===== src/rtl/imm_gen_pipe.sv =====
// Pipelined immediate generator with valid/ready handshakes and a two-entry skid buffer.
// Optional build macro: IMM_ZICSR_EN enables the csr zimm (Z) format on extop 101.
module imm_gen_pipe #(
  parameter int XLEN  = 32,
  parameter int TAG_W = 8
) (
  input  logic             clk,
  input  logic             rst,
  input  logic             in_valid,
  output logic             in_ready,
  input  logic [31:0]      in_instr,
  input  logic [2:0]       in_extop,
  input  logic [TAG_W-1:0] in_tag,
  output logic             out_valid,
  input  logic             out_ready,
  output logic [XLEN-1:0]  out_imm,
  output logic             out_illegal,
  output logic [TAG_W-1:0] out_tag
);

  typedef enum logic [1:0] {
    EMPTY = 2'd0,
    ONE   = 2'd1,
    TWO   = 2'd2
  } state_t;

  state_t             state_reg;
  logic               in_ready_reg;
  logic               out_valid_reg;
  logic [XLEN-1:0]    main_imm_reg;
  logic               main_illegal_reg;
  logic [TAG_W-1:0]   main_tag_reg;
  logic [XLEN-1:0]    skid_imm_reg;
  logic               skid_illegal_reg;
  logic [TAG_W-1:0]   skid_tag_reg;

  logic [31:0]        imm32_next;
  logic               illegal_next;
  logic [XLEN-1:0]    imm_next;
  logic               in_fire;
  logic               out_fire;
  logic               unused_opcode;

  assign unused_opcode = ^in_instr[6:0];

  // Every format produces a 32-bit value whose bit 31 is the correct extension bit.
  always_comb begin
    imm32_next   = '0;
    illegal_next = 1'b0;
    case (in_extop)
      3'b000: imm32_next = {{20{in_instr[31]}}, in_instr[31:20]};
      3'b001: imm32_next = {in_instr[31:12], 12'b0};
      3'b010: imm32_next = {{20{in_instr[31]}}, in_instr[31:25], in_instr[11:7]};
      3'b011: imm32_next = {{19{in_instr[31]}}, in_instr[31], in_instr[7],
                            in_instr[30:25], in_instr[11:8], 1'b0};
      3'b100: imm32_next = {{11{in_instr[31]}}, in_instr[31], in_instr[19:12],
                            in_instr[20], in_instr[30:21], 1'b0};
`ifdef IMM_ZICSR_EN
      3'b101: imm32_next = {27'd0, in_instr[19:15]};
`endif
      default: illegal_next = 1'b1;
    endcase
  end

  assign imm_next[31:0] = imm32_next;

  genvar gi;
  generate
    for (gi = 32; gi < XLEN; gi = gi + 1) begin : g_sext
      assign imm_next[gi] = imm32_next[31];
    end
  endgenerate

  assign in_fire  = in_valid && in_ready_reg;
  assign out_fire = out_valid_reg && out_ready;

  always_ff @(posedge clk) begin
    if (rst) begin
      state_reg        <= EMPTY;
      in_ready_reg     <= 1'b1;
      out_valid_reg    <= 1'b0;
      main_imm_reg     <= '0;
      main_illegal_reg <= 1'b0;
      main_tag_reg     <= '0;
      skid_imm_reg     <= '0;
      skid_illegal_reg <= 1'b0;
      skid_tag_reg     <= '0;
    end else begin
      case (state_reg)
        EMPTY: begin
          if (in_fire) begin
            main_imm_reg     <= imm_next;
            main_illegal_reg <= illegal_next;
            main_tag_reg     <= in_tag;
            state_reg        <= ONE;
            out_valid_reg    <= 1'b1;
          end
        end
        ONE: begin
          if (in_fire && !out_fire) begin
            skid_imm_reg     <= imm_next;
            skid_illegal_reg <= illegal_next;
            skid_tag_reg     <= in_tag;
            state_reg        <= TWO;
            in_ready_reg     <= 1'b0;
          end else if (in_fire) begin
            // Old main leaves this edge, so the new beat replaces it with no bubble.
            main_imm_reg     <= imm_next;
            main_illegal_reg <= illegal_next;
            main_tag_reg     <= in_tag;
          end else if (out_fire) begin
            state_reg        <= EMPTY;
            out_valid_reg    <= 1'b0;
          end
        end
        TWO: begin
          if (out_fire) begin
            main_imm_reg     <= skid_imm_reg;
            main_illegal_reg <= skid_illegal_reg;
            main_tag_reg     <= skid_tag_reg;
            state_reg        <= ONE;
            in_ready_reg     <= 1'b1;
          end
        end
        default: begin
          state_reg     <= EMPTY;
          in_ready_reg  <= 1'b1;
          out_valid_reg <= 1'b0;
        end
      endcase
    end
  end

  assign in_ready    = in_ready_reg;
  assign out_valid   = out_valid_reg;
  assign out_imm     = main_imm_reg;
  assign out_illegal = main_illegal_reg;
  assign out_tag     = main_tag_reg;

endmodule


===== config.mk =====
export PLATFORM = sky130hd
export DESIGN_NAME = imm_gen_pipe
export DESIGN_NICKNAME = d
export VERILOG_FILES = /design/src/rtl/imm_gen_pipe.sv
export SDC_FILE = /design/constraint.sdc
export NUM_CORES = 1
export LEC_CHECK = 0
export ABC_AREA = 0
export BUFFER_PORTS_ARGS = -buffer_cell sky130_fd_sc_hd__buf_4
export CORE_ASPECT_RATIO = 0.7
export CORE_MARGIN = 8
export CORE_UTILIZATION = 40
export CTS_BUF_LIST = sky130_fd_sc_hd__clkbuf_8
export DETAILED_ROUTE_END_ITERATION = 16
export GPL_TIMING_DRIVEN = 0
export PLACE_DENSITY = 0.7
export SETUP_SLACK_MARGIN = 0.5
export SLEW_MARGIN = 30
export SYNTH_ARGS = -nofsm -noshare
export SYNTH_HDL_FRONTEND = slang
export SYNTH_SLANG_ARGS = --single-unit

===== constraint.sdc =====
create_clock -name clk -period 1.7 [get_ports clk]
set_input_delay 0.17 -clock clk [delete_from_list [all_inputs] [get_ports clk]]
set_output_delay 0.17 -clock clk [all_outputs]
set_load 0.03 [all_outputs]

==> qor.yml <==
synth-edff-count: 0
r2r_start: "state_reg[0]"
worstPathArrival_ns: 1.87
avgViaCountPerCell: 6.06
wire_per_inst_um: 21.6
dp_worst_setup_slack_ns: -0.0489
final_util_pct: 64.4
core_um2: 9800
drive_gt1_share_pct: 46.4
hold_viol_final: 0
maxSlewHeadroom_pct: 40.1
finalClockSkew_ns: 0.0127
yosys_warnings: 0
max_freq_mhz: 626
min_period_ns: 1.60
fp-row-count: 30
wl_um: 15900
crit_slowest_cell: "dfxtp_4"
timing.final.crit_share_pct: 94.0
drc_errors: 0
ir_worst_vdd_v: 0.000489
vias: 4463
synthFlopType: "dfxtp_1"
p_leak_nw: 2.44
worstPathMaxFanout: 7
grt_pass1_wl_um: 22700
clock_sinks: 86
r2r-end: "out_imm[3]"
antenna_found_initial: 0
synthCells: 488
ctsLongestPathBuffers: 2
netlist_area_um2: 4070
die_area_um2: 13700
io_pins: 90
start_kind: "flop"
status: "finished clean"
hpwl_um: 9750
crit_chain: "and4bb_4 > a211oi_4 > buf_6 > buf_12 > a2111oi_4 > a31o_1"
diodes: 0
grt_use_met3_pct: 5.84
required_ns: 1.97
maxCapViolCount: 0
io_buffers: 82
n_fill_cell: 736
syn_area_per_cell_um2: 8.33
htreeDepth: 3
initialDrtViolationCount: 370
worst_slack_ns: 0.102
tritoncts: "yes"
cp_num_buf_inv: 2
synth_seq_area_share_pct: 42.3
antenna_left: 0
r2r_cells: 6
slew_viol_final: 0
holdPathStages: 3
power_density_nw_per_um2: 900
start_util_pct: 41.5
hold_ws_ns: 0.0473
tightest_slew_ns: 0.893
ff2ff_setup_slack_ns: 0.10
holdPathEnd: "skid_tag_reg[3]"
setup_violations: 0
design_area_um2: 6310
areaGrowthSynthToFinish_pct: 55.1
dpl_cell_area_um2: 5040
first_pass_iters: 5
fp.dieH_um: 100
grt_overflow: 0
grt_use_met2_pct: 33.2
synthArstFlopShare_pct: 0
grt_pass1_vias: 4261
use_met1_pct: 27.3
final_net_count: 651
end_kind: "flop"
hp-class: "input pin to flop"
holdCritStartpoint: "in_tag[3]"
grt.busiest_layer: "met2"
synth_nets: 535
ys_types: 52
cp_top_family: "compound AO/OA/AOI/OAI gates"
track_usage_pct: 21.3
insertion_delay_ns: 0.38
die_x_um: 137
rsz0062_at_grt: "yes"
path_clk_slew_ns: 0.09
grt_start_max_net_pins: 14
critPathKind: "flop to flop"
critPathMaxStageDelay_ns: 0.38
gp_congestion: 0.879
cts_buffers: 9
synth-seq-cells: 86
fin_setup_tns_ns: 0
root_buffer: "clkbuf_8"
==> cells by family after synthesis <==
| family | Yosys count | share of synthesized area [%] |
|---|---|---|
| buffers and inverters | 49 | 6.25 |
| AND/OR/NAND/NOR | 250 | 32.2 |
| flip-flops | 86 | 42.3 |
| AO/OA/AOI/OAI | 102 | 19.0 |
| multiplexers | 1 | 0.246 |
==> what timing repair did <==
item / CTS / global route
endpoints found under the hold margin: 0 / 0
setup buffers: 10 / 5
hold buffers: 0 / 0
gates resized for setup: 99 / 89
endpoints found under the setup margin: 83 / 86
pin swaps: 35 / 43
gates cloned: 8 / 0
==> layout make-up <==
cell class | instances | area, µm² | area share [%]
multi-input cells | 353 | 2790 | 44.3
flip-flops and latches | 86 | 1740 | 27.5
repair buffers | 105 | 990 | 15.7
plain buffers | 47 | 452 | 7.16
well taps | 128 | 160 | 2.54
clock buffers | 10 | 138 | 2.18
clock inverters | 5 | 28.8 | 0.456
inverters | 2 | 11.3 | 0.179
==> metrics by stage <==
step	instances	power (mW)
finish	736	5.68
CTS	731	5.45
global route	736	5.88
global placement	698	3.82
floorplan	488	3.32
detailed placement	698	3.86
==> cell usage in the layout (no fill, tap or decap), drive strengths merged, types with 2 or more instances in the layout <==
cell type  synthesis  routed
a21oi             39      39
a221oi             6       6
clkbuf            21      30
or4bb             15      15
clkinv             0       2
or2b               8       8
nand3             10      10
a31o               4       4
a211oi             8       8
dfxtp             86      86
o211ai             8       8
and2b              2       2
nor3b             10      10
nor3              40      40
and2               2       2
nand2b            15      15
clkinvlp           0       2
nand4              9       9
a311oi             9       9
and4               2       2
o21bai             2       2
a2111oi            4       4
nor2              62      62
buf               26     132
nand2             67      67
inv                2       3
a22oi              4       4
o311ai            10      10
==> synthesized netlist by cell type, types with 6 or more instances <==
master / n / area share, %
clkbuf_1: 20 / 1.8
nand3_1: 10 / 1.2
dfxtp_1: 86 / 42
nor3_1: 40 / 4.9
nor3b_1: 10 / 1.8
a221oi_1: 6 / 1.3
a21oi_1: 39 / 4.8
o211ai_1: 8 / 1.5
a311oi_2: 6 / 2.2
nand2_1: 67 / 6.2
a211oi_1: 7 / 1.3
or4bb_1: 15 / 4.2
or2b_1: 8 / 1.5
nor2_1: 61 / 5.6
buf_2: 16 / 2.0
nand2b_1: 15 / 2.3
nand4_1: 9 / 1.4
==> report_power, final <==
part	switching, mW	leakage, nW	total, mW	internal, mW
Combinational	1.14	1.64	2.03	0.885
Sequential	0.137	0.704	2.34	2.20
Clock	0.757	0.0907	1.31	0.553
==> routing by layer <==
metal  part of all wire, %  up-vias
li1                      -     1995
met1                    41     2210
met2                    47      220
met3                   8.5       38
met4                   2.8        0
met5                     0        -
==> worst max path at each step <==
stage / start / to / slack (ns) / cells past startpoint
2_1_floorplan: out_valid / out_imm[16] / 0.29 / 6
6_report: state_reg[0] / out_imm[3] / 0.10 / 6
5_1_grt: state_reg[0] / out_imm[2] / 0.07 / 6
3_5_place_dp: in_extop[1] / out_imm[8] / -0.05 / 6
3_3_place_gp: in_extop[1] / out_imm[8] / -0.006 / 6
4_1_cts: state_reg[0] / out_imm[27] / 0.14 / 6
==> tightest hold or removal path, cell delays in order <==
cell and delay [ns]:
buf_4 0.13, nand2_4 0.06, a21oi_2 0.04
(Power assumes the default switching activity.)
